[config.mk]
export PLATFORM = sky130hd
export DESIGN_NAME = uart_rx
export DESIGN_NICKNAME = d
export VERILOG_FILES = /design/src/rtl/uart_pkg.sv /design/src/rtl/sync_2ff.sv /design/src/rtl/uart_rx.sv
export SDC_FILE = /design/constraint.sdc
export NUM_CORES = 1
export LEC_CHECK = 0
export CORE_MARGIN = 8
export CORE_UTILIZATION = 35
export CTS_CLUSTER_DIAMETER = 60
export DETAILED_ROUTE_END_ITERATION = 16
export GPL_TIMING_DRIVEN = 0
export PLACE_DENSITY = 0.5
export REMOVE_ABC_BUFFERS = 1
export SYNTH_ARGS = -nofsm -noshare
export SYNTH_HDL_FRONTEND = slang
export SYNTH_HIERARCHICAL = 1
export SYNTH_SLANG_ARGS = --single-unit
[constraint.sdc]
create_clock -name clk -period 3 [get_ports clk]
set_input_delay 0.9 -clock clk [delete_from_list [all_inputs] [get_ports clk]]
set_output_delay 0.9 -clock clk [all_outputs]
set_load 0.005 [all_outputs]
[src/rtl/uart_pkg.sv]
// Types and defaults shared by the UART transmitter and receiver.
// The state encoding is common to both ends of the link.
package uart_pkg;

  typedef enum logic [1:0] {
    IDLE  = 2'd0,
    START = 2'd1,
    DATA  = 2'd2,
    STOP  = 2'd3
  } uart_state_e;

  localparam int CLK_PER_BIT_DEF = 16;
  localparam int DATA_BITS_DEF   = 8;

  // Clocks from the first start-bit edge seen by the synchronizer to the stop-bit decision.
  function automatic int frame_latency(input int clk_per_bit, input int data_bits);
    return 2 + clk_per_bit / 2 + (data_bits + 1) * clk_per_bit;
  endfunction

endpackage

[src/rtl/sync_2ff.sv]
// Two-flop synchronizer for a single asynchronous bit.
// RESET_VAL sets the level both flops hold while reset is asserted.
module sync_2ff #(
  parameter logic RESET_VAL = 1'b0
) (
  input  logic clk,
  input  logic rst,
  input  logic d,
  output logic q
);

  logic meta;

  always_ff @(posedge clk or posedge rst) begin
    if (rst) begin
      meta <= RESET_VAL;
      q    <= RESET_VAL;
    end else begin
      meta <= d;
      q    <= meta;
    end
  end

endmodule

[src/rtl/uart_rx.sv]
// UART receiver: oversampled start/data/stop recovery, LSB first,
// one-cycle valid or frame_err pulse per received frame.
module uart_rx
  import uart_pkg::*;
#(
  parameter int CLK_PER_BIT = CLK_PER_BIT_DEF,
  parameter int DATA_BITS   = DATA_BITS_DEF
) (
  input  logic                 clk,
  input  logic                 rst,
  input  logic                 rx,
  output logic [DATA_BITS-1:0] data_out,
  output logic                 valid,
  output logic                 frame_err,
  output logic                 busy
);

  localparam int CNT_W = $clog2(CLK_PER_BIT);
  localparam int BIT_W = $clog2(DATA_BITS + 1);

  localparam logic [CNT_W-1:0] HALF_LAST = CNT_W'(CLK_PER_BIT / 2 - 1);
  localparam logic [CNT_W-1:0] BIT_LAST  = CNT_W'(CLK_PER_BIT - 1);
  localparam logic [BIT_W-1:0] LAST_BIT  = BIT_W'(DATA_BITS - 1);

  logic rx_s;

  uart_state_e          state_q, state_d;
  logic [CNT_W-1:0]     clk_count_q, clk_count_d;
  logic [BIT_W-1:0]     bit_index_q, bit_index_d;
  logic [DATA_BITS-1:0] shift_q, shift_d;
  logic [DATA_BITS-1:0] data_q, data_d;
  logic                 valid_q, valid_d;
  logic                 ferr_q, ferr_d;

  // Idle line is high, so the synchronizer resets to 1 to avoid a phantom start bit.
  sync_2ff #(
    .RESET_VAL(1'b1)
  ) u_sync (
    .clk (clk),
    .rst (rst),
    .d   (rx),
    .q   (rx_s)
  );

  always_ff @(posedge clk or posedge rst) begin
    if (rst) begin
      state_q     <= IDLE;
      clk_count_q <= '0;
      bit_index_q <= '0;
      shift_q     <= '0;
      data_q      <= '0;
      valid_q     <= 1'b0;
      ferr_q      <= 1'b0;
    end else begin
      state_q     <= state_d;
      clk_count_q <= clk_count_d;
      bit_index_q <= bit_index_d;
      shift_q     <= shift_d;
      data_q      <= data_d;
      valid_q     <= valid_d;
      ferr_q      <= ferr_d;
    end
  end

  always_comb begin
    state_d     = state_q;
    clk_count_d = clk_count_q;
    bit_index_d = bit_index_q;
    shift_d     = shift_q;
    data_d      = data_q;
    valid_d     = 1'b0;
    ferr_d      = 1'b0;

    case (state_q)
      IDLE: begin
        if (!rx_s) begin
          state_d     = START;
          clk_count_d = '0;
        end
      end

      START: begin
        if (clk_count_q == HALF_LAST) begin
          clk_count_d = '0;
          if (!rx_s) begin
            state_d     = DATA;
            bit_index_d = '0;
          end else begin
            state_d = IDLE;
          end
        end else begin
          clk_count_d = clk_count_q + CNT_W'(1);
        end
      end

      DATA: begin
        if (clk_count_q == BIT_LAST) begin
          clk_count_d = '0;
          for (int i = 0; i < DATA_BITS; i++) begin
            if (bit_index_q == BIT_W'(i)) shift_d[i] = rx_s;
          end
          bit_index_d = bit_index_q + BIT_W'(1);
          if (bit_index_q == LAST_BIT) state_d = STOP;
        end else begin
          clk_count_d = clk_count_q + CNT_W'(1);
        end
      end

      STOP: begin
        if (clk_count_q == BIT_LAST) begin
          // Decide at mid stop bit so a back-to-back start bit is not missed.
          clk_count_d = '0;
          bit_index_d = '0;
          state_d     = IDLE;
          if (rx_s) begin
            data_d  = shift_q;
            valid_d = 1'b1;
          end else begin
            ferr_d = 1'b1;
          end
        end else begin
          clk_count_d = clk_count_q + CNT_W'(1);
        end
      end

      default: begin
        state_d     = IDLE;
        clk_count_d = '0;
        bit_index_d = '0;
      end
    endcase
  end

  assign data_out  = data_q;
  assign valid     = valid_q;
  assign frame_err = ferr_q;
  assign busy      = (state_q != IDLE);

endmodule

# ---- After elaboration in Yosys (flattened, before gate mapping)
# Cells that the tools add are included.
dict set report word_totals {
  register_bits 30
  wordCells 73
}
dict set report op_classes {
  n_reduce_logical 16
  n_eq_ne 18
  n_mux 21
  add_sub_neg 2
}
# op count
set ops {}
lappend ops {{$reduce_and 3->1} 9}
lappend ops {{$mux 4} 6}
lappend ops {{$pmux 4 s3} 2}
lappend ops {{$eq 4x3->1 const B} 5}
lappend ops {{$mux 2} 6}
lappend ops {{$ne 2x2->1 const B} 6}
lappend ops {{$reduce_and 5->1} 2}
lappend ops {{$add 4x1->4 const B} 2}
lappend ops {{$eq 4x2->1 const B} 2}
lappend ops {{$pmux 2 s4} 1}
lappend ops {{$mux 1} 6}
lappend ops {{$eq 2x2->1 const B} 2}
lappend ops {{$eq 4x1->1 const B} 1}
lappend ops {{$eq 4x4->1 const B} 1}
lappend ops {{$logic_not 4->1} 1}
lappend ops {{$reduce_bool 3->1} 1}
lappend ops {{$eq 2x1->1 const B} 1}
lappend ops {{$logic_not 2->1} 1}
lappend ops {{$reduce_bool 2->1} 1}
lappend ops {{$reduce_or 2->1} 1}

# ---- Logic depth before layout (Yosys ltp)
dict set report depth {
  ltp_word 4
  mapped_depth 6
  mapped_depth_nobuf 5
}

# ---- By module
# The synthesis kept the hierarchy.
# module seq_area_each_um2 area_each_um2 instances cells_per_inst
set by_module_without_submodules {}
lappend by_module_without_submodules {uart_rx 700.7 1388.8 1 126}
lappend by_module_without_submodules {sync_2ff 52.6 56.3 1 3}

# ---- Worst setup path after synthesis
# No wires, ideal clock.
dict set report synth_path {
  path_type {register to output}
  start {reg (tool-made name)}
  end {out busy}
  slack_ps 1144
  arrival_ps 956
  stages_incl_launch_ff 4
  cell_sequence {dfrtp_1 > buf_4 > or2_2 > clkbuf_1}
}
# element line_no
set synth_rtl {}
lappend synth_rtl {{end: declaration} uart_rx.sv:15} ;# output logic busy

==> results.md <==
STA:
- The final worst slack is 0.428 ns.
- The actual slew at the worst max-slew pin is ~1.1 ns.
- The share of the clock period used by the worst path is 0.857.
- For the final routed database, the setup TNS stands at 0 ns.
- The max-slew violation count was 0.
- The relative slew slack is 0.299.
- The shortest period the worst path allows is 2.57 ns.
- Setup repair after global routing left no endpoint under its margin.
- The final number of setup-violating endpoints is 0.
- The final hold violation count came to 0.
- Static timing analysis puts the maximum clock frequency at 0.389 GHz.
- The clock arrives with 0.00474 ns of skew.

Clocking:
- The post-cts hold buffer count is 0.
- The clock tree synthesis step divided the H-tree into 2 levels.
- Clock latency on the worst-skew pair, taken at its later pin, is 0.27 ns.
- The post-CTS clock slew at the launch and capture registers of the worst setup and hold paths is 0.06 ns.
- The number of post-CTS setup repair buffers is 0.
- The clock net sink count is 30.
- The clock buffer count from CTS is 5.
- TritonCTS built the clock tree.
- The clock passes through at most 2 buffers.
- The clock root buffer master is clkbuf_8.
- The total of cells resized after clock tree synthesis is 0.

Drt:
- The average wire per standard cell is 13.6 µm.
- Detailed routing inserted a total of between 900 and 1,000 vias.
- The vias per cell is 4.92.
- The length of the first detailed-routing pass in iterations is 4.
- The DRC violation count after routing is 0.
- The routed wire length is 2620 µm.
- The count of nets left with antenna violations once routing finished came out at 0.
- The violation count after the first detailed-route iteration is between 40 and 50.

Worst setup path:
- The type of the setup path with the least slack is reg -> out.
- STA classifies the critical path endpoint as an output pin.
- The arrival time reported for the critical path endpoint is between 1.5 and 2 ns.
- The worst setup path is launched from a register.
- The delay of the slowest cell on the worst path is 0.54 ns.
- The startpoint of the worst register-to-register path is clk_count_q[3].
- Walking the worst path, the cells encountered are or2_2 -> clkdlybuf4s50_1.
- For the worst setup path, the data required time is 2.10 ns.
- On the critical path, the stage with the largest delay is an instance of dfrtp_1.
- The highest fanout seen on the critical path is 12.

Worst hold path:
- The path category of the worst min-delay check is reg -> reg.
- In this run the most critical hold path is launched from u_sync/meta.

Floorplan:
- The die footprint is 6440 µm².
- The die boundary height is 80.3 µm.
- The horizontal extent of the die is 80.3 µm.
- The placeable core region is 4000 µm².
- The initial utilization of the core area, before any placement, comes to 0.361.
- The number of rows created at floorplan is 23.
- The I/O pin count is 14.

Pwr:
- The share of total power dissipated in combinational logic is 0.188.
- For this design the static power due to leakage is 0.764 nW.
- Of the total power, the share spent switching nets is 0.293.
- The power spent charging and discharging nets is 0.343 mW.
- Of the total power, registers draw 0.469.
- The worst IR drop on VDD is around 0.36 mV.
- The internal portion of the total power is 0.829 mW.
- The cell area power density is 685 nW/µm².
- The part of the power in the clock network is 0.343.

Logic synthesis:
- By count the netlist is led by dfrtp_1, nand2_1, mux2_2, inv_1, o21ai_0.
- The total number of yosys warnings is 6.
- The synthesized design contains 30 register bits.
- By area the synthesized netlist is led by dfrtp_1, mux2_2, nand2_1.
- Of all cell types, the one taking the most synthesized area is dfrtp_1.
- dfrtp_1 is the most common cell in the netlist.
- The area share of the largest cell type after synthesis is 0.485.
- The most used flip-flop cell after synthesis is dfrtp_1.
- The count of different cell masters after synthesis is 36.
- The cell area that synthesis handed to floorplanning was ~1400 µm².
- Yosys mapped a number of flops with a built-in enable equal to 0.
- The share of the Yosys chip area taken by registers is 0.521.
- After synthesis, the share of flip-flops with an asynchronous set or reset is 1.00.
- Counting every instance in the synthesized netlist gives 129.
- A synthesized cell averages 11.2 µm².

Finish:
- The relative area change from synthesis to final layout is 18.4%.
- After routing the design area is 1710 µm².
- In the final layout, the share of cells above drive strength 1 is 0.224.
- The final instance count without filler cells is 193.
- The final net count is 151.
- At the end of the flow the core is filled with cells to 0.428.
- The total inserted antenna cells is 0.

GRT:
- The overall fraction of global-route tracks in use is 0.0893.
- The number of global-route vias before repair is 977.
- Entering global routing, the biggest net connects 29 pins.
- The aggregate global routing overflow is 0.
- The first global-routing pass estimated 4450 µm of wire.
- The number of antenna violations at the first check in global routing came to 0.

Place:
- Timing analysis after detailed placement gives a worst setup slack of 0.723 ns.
- The placed cell count is roughly 190.
- The post-placement cell area is between 1500 and 2000 µm².
- During placement, the flow inserted port buffers numbering 13.
- Summed over all nets, the half-perimeter wirelength after detailed placement is 1880 µm.
- Routability-driven placement finished with a final weighted congestion of just under 0.8.

Job:
- Across the run, the number of max-cap violations was 0.

Outcome:
- The flow ran to the end, and the final reports show no timing, DRC or antenna violations.
## layout make-up
class,instances,area [µm²]
Fill cell,380,2290
Sequential cell,30,753
Multi-Input combinational cell,85,623
Timing Repair Buffer,13,130
Clock buffer,6,82.6
Tap cell,50,62.6
Clock inverter,1,30.0
Inverter,8,30.0
## cells by family (layout without fill, tap and decap cells)
logic type	Yosys count	after routing	share of synthesized area
AOI/OAI and AO/OA	18	18	0.0745
buffers and inverters	14	28	0.0476
DFF	30	30	0.521
and+or+nand+nor	46	46	0.189
adders and majority gates	5	5	0.0433
muxes	16	16	0.125
## critical path: cells and delay by family (launching register included)
| kind | cells | cell delay [ns] |
|---|---|---|
| DFF | 1 | 0.54 |
| and+or+nand+nor | 1 | 0.40 |
| buffers and inverters | 1 | 0.46 |
## flip-flops by register name, summed over array words and instances (netlist names), named ones only
register / count
shift_q: 8
data_out: 8
valid: 1
u_sync/q: 1
clk_count_q: 4
u_sync/meta: 1
bit_index_q: 4
frame_err: 1
state_q: 1
## path summary, 6_finish.rpt
path	end	slack, ns	depth (start not counted)
worst min register to register	u_sync/q	0.36	0
min in group asynchronous	u_sync/meta	0.99	2
worst max register to register	data_out[3]	1.23	3
max in group asynchronous	shift_q[5]	1.14	2
worst min-delay path	u_sync/q	0.36	0
worst max-delay path	busy	0.43	2
## power groups by stage
stage / Clock [mW] / Combinational [mW] / Sequential (mW)
after floorplan: 0 / 0.181 / 0.533
after global placement: 0 / 0.220 / 0.554
after detailed placement: 0 / 0.224 / 0.558
after CTS: 0.418 / 0.226 / 0.550
after global routing: 0.433 / 0.262 / 0.561
final: 0.401 / 0.220 / 0.550
## routing by layer
layer  vias to the layer above  global-route usage  wire length [µm]
li1                        467                   -                 -
met4                         0              0.0382                 0
met1                       469               0.107              1190
met3                         0              0.0301               111
met2                        14               0.142              1320
met5                         -                   0                 0
## through the flow
step	power, mW	hold slack (ns)
global route	1.26	0.358
finish	1.17	0.355
floorplan	0.713	0.345
CTS	1.19	0.358
detailed placement	0.782	0.349
global placement	0.774	0.348
## cells in the final DEF, fill, tap and decap left out, types with 2 or more instances in the layout
cell type	count
a21oi_1	2
a31oi_1	2
and2_1	2
clkbuf_8	6
clkdlybuf4s50_1	13
dfrtp_1	28
dfstp_2	2
ha_1	5
inv_1	8
mux2_2	15
nand2_1	17
nand3_1	5
nor2_1	2
nor2b_1	6
nor3_1	2
nor3_2	2
o21ai_0	8
Note: power is estimated with default switching activity, not from simulation.
